==> src/rtl/nexys_starship_repair_arbiter.sv <==
// nexys_starship_repair_arbiter
// Shares the single repair input bank (hex_combo + submit) among the four
// repair state machines (TR, BR, LR, RR) using round-robin arbitration.
// Optional inactivity timeout enabled by defining REPAIR_ARB_TIMEOUT_EN.
//
// Ports:
//   Clk, Reset_n      clock, asynchronous active-low reset
//   play_flag         arbitration runs only while 1
//   gameover_ctrl     forces the arbiter idle
//   req[3:0]          broken flags (bit0=TR, bit1=BR, bit2=LR, bit3=RR)
//   submit            single-cycle BtnR pulse
//   hex_combo[3:0]    switch combo
//   tick              single-cycle inactivity timer pulse
//   grant[3:0]        one-hot grant (registered)
//   grant_valid       grant held (registered)
//   grant_id[1:0]     granted station index, holds when grant_valid=0
//   submit_out[3:0]   submit routed to the granted station (combinational)
//   combo_out[3:0]    hex_combo while granted, else 0 (combinational)
//   timeout_flag      one-cycle pulse after a timeout revoke (registered)
module nexys_starship_repair_arbiter #(
  parameter int unsigned TIMEOUT_TICKS = 8,
  parameter int unsigned TICK_W        = 4
) (
  input  logic       Clk,
  input  logic       Reset_n,
  input  logic       play_flag,
  input  logic       gameover_ctrl,
  input  logic [3:0] req,
  input  logic       submit,
  input  logic [3:0] hex_combo,
  input  logic       tick,
  output logic [3:0] grant,
  output logic       grant_valid,
  output logic [1:0] grant_id,
  output logic [3:0] submit_out,
  output logic [3:0] combo_out,
  output logic       timeout_flag
);

  typedef enum logic [1:0] {
    ST_IDLE    = 2'd0,
    ST_GRANT   = 2'd1,
    ST_RELEASE = 2'd2
  } state_t;

  state_t     r_state, w_state_nxt;
  logic [3:0] r_grant, w_grant_nxt;
  logic       r_grant_valid, w_grant_valid_nxt;
  logic [1:0] r_grant_id, w_grant_id_nxt;
  logic [1:0] r_rr_ptr, w_rr_ptr_nxt;
  logic       r_timeout_flag, w_timeout_flag_nxt;
  logic [1:0] w_idx;
  logic [1:0] w_pick;
  logic       w_found;

`ifdef REPAIR_ARB_TIMEOUT_EN
  logic [TICK_W-1:0] r_tick_cnt, w_tick_cnt_nxt;
`else
  logic w_unused_cfg;
  assign w_unused_cfg = tick & (TIMEOUT_TICKS > 0) & (TICK_W > 0);
`endif

  // Round-robin pick: first set req bit searching upward from r_rr_ptr, mod 4
  always_comb begin
    w_found = 1'b0;
    w_pick  = r_rr_ptr;
    w_idx   = r_rr_ptr;
    for (int i = 0; i < 4; i++) begin
      w_idx = r_rr_ptr + 2'(i);
      if (!w_found && req[w_idx]) begin
        w_found = 1'b1;
        w_pick  = w_idx;
      end
    end
  end

  // State register
  always_ff @(posedge Clk or negedge Reset_n) begin
    if (!Reset_n) begin
      r_state        <= ST_IDLE;
      r_grant        <= 4'h0;
      r_grant_valid  <= 1'b0;
      r_grant_id     <= 2'd0;
      r_rr_ptr       <= 2'd0;
      r_timeout_flag <= 1'b0;
`ifdef REPAIR_ARB_TIMEOUT_EN
      r_tick_cnt     <= '0;
`endif
    end else begin
      r_state        <= w_state_nxt;
      r_grant        <= w_grant_nxt;
      r_grant_valid  <= w_grant_valid_nxt;
      r_grant_id     <= w_grant_id_nxt;
      r_rr_ptr       <= w_rr_ptr_nxt;
      r_timeout_flag <= w_timeout_flag_nxt;
`ifdef REPAIR_ARB_TIMEOUT_EN
      r_tick_cnt     <= w_tick_cnt_nxt;
`endif
    end
  end

  // Next-state logic; game over / not playing overrides everything
  always_comb begin
    w_state_nxt        = r_state;
    w_grant_nxt        = r_grant;
    w_grant_valid_nxt  = r_grant_valid;
    w_grant_id_nxt     = r_grant_id;
    w_rr_ptr_nxt       = r_rr_ptr;
    w_timeout_flag_nxt = 1'b0;
`ifdef REPAIR_ARB_TIMEOUT_EN
    w_tick_cnt_nxt     = r_tick_cnt;
`endif
    if (!play_flag || gameover_ctrl) begin
      w_state_nxt       = ST_IDLE;
      w_grant_nxt       = 4'h0;
      w_grant_valid_nxt = 1'b0;
      w_rr_ptr_nxt      = 2'd0;
`ifdef REPAIR_ARB_TIMEOUT_EN
      w_tick_cnt_nxt    = '0;
`endif
    end else begin
      case (r_state)
        ST_IDLE: begin
          if (w_found) begin
            w_state_nxt       = ST_GRANT;
            w_grant_nxt       = 4'b0001 << w_pick;
            w_grant_valid_nxt = 1'b1;
            w_grant_id_nxt    = w_pick;
`ifdef REPAIR_ARB_TIMEOUT_EN
            w_tick_cnt_nxt    = '0;
`endif
          end
        end
        ST_GRANT: begin
          if (!req[r_grant_id]) begin
            w_state_nxt       = ST_RELEASE;
            w_grant_nxt       = 4'h0;
            w_grant_valid_nxt = 1'b0;
            w_rr_ptr_nxt      = r_grant_id + 2'd1;
          end
`ifdef REPAIR_ARB_TIMEOUT_EN
          else if (tick && !submit && (r_tick_cnt == TICK_W'(TIMEOUT_TICKS - 1))) begin
            w_state_nxt        = ST_RELEASE;
            w_grant_nxt        = 4'h0;
            w_grant_valid_nxt  = 1'b0;
            w_rr_ptr_nxt       = r_grant_id + 2'd1;
            w_timeout_flag_nxt = 1'b1;
          end else if (submit) begin
            w_tick_cnt_nxt = '0;
          end else if (tick && (r_tick_cnt != {TICK_W{1'b1}})) begin
            w_tick_cnt_nxt = r_tick_cnt + TICK_W'(1);
          end
`endif
        end
        ST_RELEASE: begin
          w_state_nxt = ST_IDLE;
        end
        default: begin
          w_state_nxt       = ST_IDLE;
          w_grant_nxt       = 4'h0;
          w_grant_valid_nxt = 1'b0;
        end
      endcase
    end
  end

  assign grant        = r_grant;
  assign grant_valid  = r_grant_valid;
  assign grant_id     = r_grant_id;
  assign timeout_flag = r_timeout_flag;

  // Routing is zero-latency so a submit in the req-drop cycle still reaches the station
  assign submit_out = r_grant & {4{submit}};
  assign combo_out  = r_grant_valid ? hex_combo : 4'h0;

endmodule

==> config.mk <==
export PLATFORM = sky130hd
export DESIGN_NAME = nexys_starship_repair_arbiter
export DESIGN_NICKNAME = d
export VERILOG_FILES = /design/src/rtl/nexys_starship_repair_arbiter.sv
export SDC_FILE = /design/constraint.sdc
export NUM_CORES = 1
export LEC_CHECK = 0
export ABC_CLOCK_PERIOD_IN_PS = 2100
export CORE_MARGIN = 2
export CORE_UTILIZATION = 46
export DETAILED_ROUTE_END_ITERATION = 10
export DONT_BUFFER_PORTS = 1
export SLEW_MARGIN = 20
export SYNTH_ARGS = -nofsm -noshare
export SYNTH_HDL_FRONTEND = slang
export SYNTH_SLANG_ARGS = --single-unit
==> constraint.sdc <==
create_clock -name Clk -period 2.1 [get_ports Clk]
set_input_delay 0.21 -clock Clk [delete_from_list [all_inputs] [get_ports Clk]]
set_output_delay 0.21 -clock Clk [all_outputs]
set_load 0.005 [all_outputs]
# Word-level counts from Yosys, hierarchy flattened
# Cells that the tools add are included.
[word_totals]
regBits = 11
output_inout_bits = 16
[classes]
n_lt_le_gt_ge = 5
eq_ne = 6
n_addsub = 4
muxes = 33
bitwise_logic = 2
reduce_logical = 14
shift = 1
[ops]
columns = ["cell", "n"]
rows = [
  ["$mux 2", 9],
  ["$mux 4", 4],
  ["$lt 2x3->1 const B", 5],
  ["$mux 1", 12],
  ["$pmux 4 s3", 1],
  ["$bmux 1 s2", 5],
  ["$ne 3x3->1 const B", 2],
  ["$reduce_and 3->1", 2],
  ["$add 2x1->2 const B", 2],
  ["$add 2x2->2 const B", 2],
  ["$and 4x4->4", 1],
  ["$logic_not 1->1", 4],
  ["$ne 2x2->1 const B", 2],
  ["$pmux 2 s2", 1],
  ["$reduce_and 2->1", 2],
  ["$shl 1x2->4 const A", 1],
  ["$logic_and 1x1->1", 3],
  ["$pmux 1 s3", 1],
  ["$eq 2x1->1 const B", 1],
  ["$eq 2x2->1 const B", 1],
  ["$logic_not 2->1", 1],
  ["$reduce_bool 2->1", 1],
  ["$logic_or 1x1->1", 1],
  ["$not 1->1", 1],
]

# Depth between registers and ports, before layout
[depth]
word_depth = 16
ltp_mapped = 5

# Worst setup path before layout
# OpenSTA, ideal clock, no wires.
[synth_path]
kind = "register to register"
startpoint = "register r_state[1]"
endpoint = "register r_grant_id[1], in the netlist grant_id[1]"
t_required_ns = 1.975
path_buffers = 0
slack_ns = 0.559
stages_incl_launch_ff = 4
arrival_time_ns = 1.417
cell_sequence = "dfrtp_1 or4b_4 nor2_4 mux2_2"
[synth_via]
elab_chain_len = 2
[synth_lines]
columns = ["item", "line", "source"]
rows = [
  ["start, declared", "46", "state_t r_state, w_state_nxt;"],
  ["start signal, assigned", "90", "r_state <= w_state_nxt;"],
  ["$logic_not 2->1", "122", "case (r_state)"],
  ["$reduce_and 3->1 (no line)", "n/a", ""],
  ["end signal, assigned", "93", "r_grant_id <= w_grant_id_nxt;"],
  ["end, declared", "49", "logic [1:0] r_grant_id, w_grant_id_nxt;"],
]
# No other way between the ends.
# A chain may end at the register's enable or synchronous reset.

# Worst setup path after layout
# Ends and elaborated chain as after synthesis.

==> flow_metrics.env <==
export IMPL_crit_path_cell_trace="or4b_4 > nor2_4 > mux2_2"
export IMPL_startpoint_type="flip-flop"
export IMPL_fin_crit_sh_pct=76.6
export IMPL_max_slew_margin_pct=61.9
export IMPL_fin_ws_ps=491
export IMPL_holdPathEnd="grant[0]"
export IMPL_fin_crit_ps=1610
export IMPL_wl_per_cell_um=16.0
export IMPL_synthCells=72
export IMPL_cts_root_buf="clkbuf_4"
export IMPL_core_um2=1520
export IMPL_timing_rr_end="grant_id[1]"
export IMPL_maxCapViolCount=0
export IMPL_ys_types=40
export IMPL_crit_required_ps=2260
export IMPL_grt_max_degree=12
export IMPL_io_pins=30
export IMPL_routed_wl_um=1440
export IMPL_worst_path_max_fanout=7
export IMPL_grt_pass1_vias=549
export IMPL_clk_latency_ps=270
export IMPL_drtAntennaViolNets=0
export IMPL_reg2regPathDepth=3
export IMPL_p_leak_nw=0.310
export IMPL_drive_gt1_share_pct=18.9
export IMPL_path_delay_family="simple AND/OR/NAND/NOR gates"
export IMPL_dp_slack_ps=495
export IMPL_reg2reg_from="r_state[1]"
export IMPL_syn_avg_cell_area_um2=10.5
export IMPL_switching_power_mw=0.151
export IMPL_cts_tree="done"
export IMPL_syn_area_um2=757
export IMPL_design_area_um2=783
export IMPL_hold_start="gameover_ctrl"
export IMPL_start_util_pct=49.7
export IMPL_pwr_share_seq_pct=50.5
export IMPL_yosysTopAreaCellShare_pct=36.4
export IMPL_drt_initial_drc_count=13
export IMPL_grt_first_pass_wirelength_um=2460
export IMPL_ys_ff_latch=11
export IMPL_slew_violations=0
export IMPL_pwr_share_comb_pct=19.6
export IMPL_fmax_ghz=0.621
export IMPL_critPathArrivalTime_ps=1770
export IMPL_async_flop_share_pct=100
export IMPL_num_vias=564
export IMPL_clk_pin_slew_ps=70
export IMPL_cts_made_buffers=3
export IMPL_outcome="finished, final reports clean"
export IMPL_antenna_found_initial=0
export IMPL_area_growth_pct=3.47
export IMPL_die_w_um=44.6
export IMPL_drt_pass1_iter_count=2
export IMPL_gr_total_overflow=0
export IMPL_reg2reg_slack_ps=490
export IMPL_clk_path_buf_depth=2
export IMPL_p_int_mw=0.350
export IMPL_row_count=14
export IMPL_finalClockSkew_ps=0.323
export IMPL_via_per_inst=6.27
export IMPL_synthTopCellsByCount="11 x dfrtp_1, 8 x and2_1, 6 x nor2_1, 3 x nor2b_1"
export IMPL_die_area_um2=1990
export IMPL_holdPathStages=2
export IMPL_yosys_area_top_type="dfrtp_1"
export IMPL_synth_warnings=0
export IMPL_clock_sinks=11
export IMPL_drt_drc_violations_left=0
export IMPL_cts_htree_levels=1
export IMPL_place_area_um2=747
export IMPL_post_cts_resized=0
export IMPL_endpoint_kind="flip-flop"
export IMPL_peakVddDrop_uv=315
export IMPL_synth_edff_count=0
export IMPL_setup_tns_ps=0
export IMPL_portBuffers=0
export IMPL_total_power_mw=0.500
export IMPL_rsz0062_at_grt="no"
export IMPL_crit_buf_inv=0
export IMPL_synth_most_common_cell="dfrtp_1"
export IMPL_hpwl_um=1100
export IMPL_p_clk_share_pct=29.8
export IMPL_worstSetupPathType="flip-flop to flip-flop"
export IMPL_finalHoldViolCount=0
export IMPL_max_stage_delay_ps=550
export IMPL_nNetsFinal=89
export IMPL_diodes=0
export IMPL_synth_nets=86
export IMPL_seq_area_frac_synth_pct=36.4
export IMPL_power_density_nw_per_um2=639
export IMPL_worst_slew_pin_slew_ps=566
export IMPL_critical_path_slowest_cell="or4b_4"
export IMPL_ys_flop_type="dfrtp_1"
export IMPL_sw_frac_of_total_pct=30.1
export IMPL_grt_total_usage_pct=17.4
export IMPL_die_h_um=44.6
export IMPL_synthTopCellsByArea="dfrtp_1 36%, and2_1 6.6%, buf_6 3.0%, mux4_2 3.0%, nor2_1 3.0%"
export IMPL_hp_class="input port to flip-flop"
export IMPL_setup_violations=0
export IMPL_globalplace_congestion=0.716
-- state kept, by name (all words and copies together) (netlist names) --
signal / flops
r_rr_ptr: 2
grant: 4
grant_valid: 1
grant_id: 2
r_state: 2
-- cell usage in the layout (no fill, tap or decap), types with 2 or more instances in the layout --
cell type / n
dfrtp_1: 11
and2_1: 8
nor2_1: 6
nor2b_1: 3
clkbuf_4: 3
mux2i_1: 2
inv_1: 2
nor3_1: 2
o21bai_1: 2
nor2_4: 2
a211oi_1: 2
a32o_1: 2
-- final cells by class --
cell class	instances	area, µm²
multi-input cells	56	444
well taps	16	20.0
flip-flops and latches	11	275
inverters	2	7.51
fillers	146	741
clock buffers	4	26.3
repair buffers	1	10.0
-- power by group through the flow --
stage	sequential [mW]	combinational [mW]	clock, mW
finish	0.253	0.0982	0.149
global route	0.257	0.111	0.162
CTS	0.254	0.0999	0.150
detailed placement	0.258	0.0931	0
global placement	0.258	0.0927	0
floorplan	0.247	0.0997	0
-- worst reg2reg max path, delay by kind of cell (launching register included) --
family / cells / cell delay [ps]
flops: 1 / 420
simple gates: 2 / 730
mux: 1 / 350
-- through the flow --
stage | cells | utilization (%) | hold slack, ps
after floorplan | 72 | - | -85.6
after global placement | 85 | 49.0 | -85.3
after detailed placement | 85 | 49.0 | -85.3
after CTS | 90 | 51.4 | 149
after global routing | 90 | 51.4 | 156
final | 90 | 51.4 | 150
-- worst max-delay path by stage --
stage,cells past startpoint,slack [ps],end,start
floorplan,3,560,grant_id[1],r_state[1]
detailed placement,3,500,grant_id[1],r_state[1]
global route,4,420,grant[2],r_state[1]
finish,3,490,grant_id[1],r_state[1]
global placement,3,500,grant_id[1],r_state[1]
CTS,3,480,grant_id[1],r_state[1]
-- metal layers --
layer | GRT usage, % | part of all wire, %
met5 | 0 | 0
met4 | 9.09 | 2.1
met3 | 4.90 | 7.7
met2 | 26.7 | 46
met1 | 22.0 | 44
-- cells by family after synthesis --
family	Yosys count	synth area share, %
other	1	0.495
flip-flops	11	36.4
multiplexers	4	7.11
AO/OA/AOI/OAI	18	21.2
AND/OR/NAND/NOR	32	28.8
buffers and inverters	5	4.96
XOR/XNOR	1	1.16
-- repair_timing --
item,in CTS,in global routing
setup endpoints to repair,0,0
endpoints found under the hold margin,11,0
hold buffers,1,0
buffers inserted,0,0
Note: power is estimated with default switching activity, not from simulation.
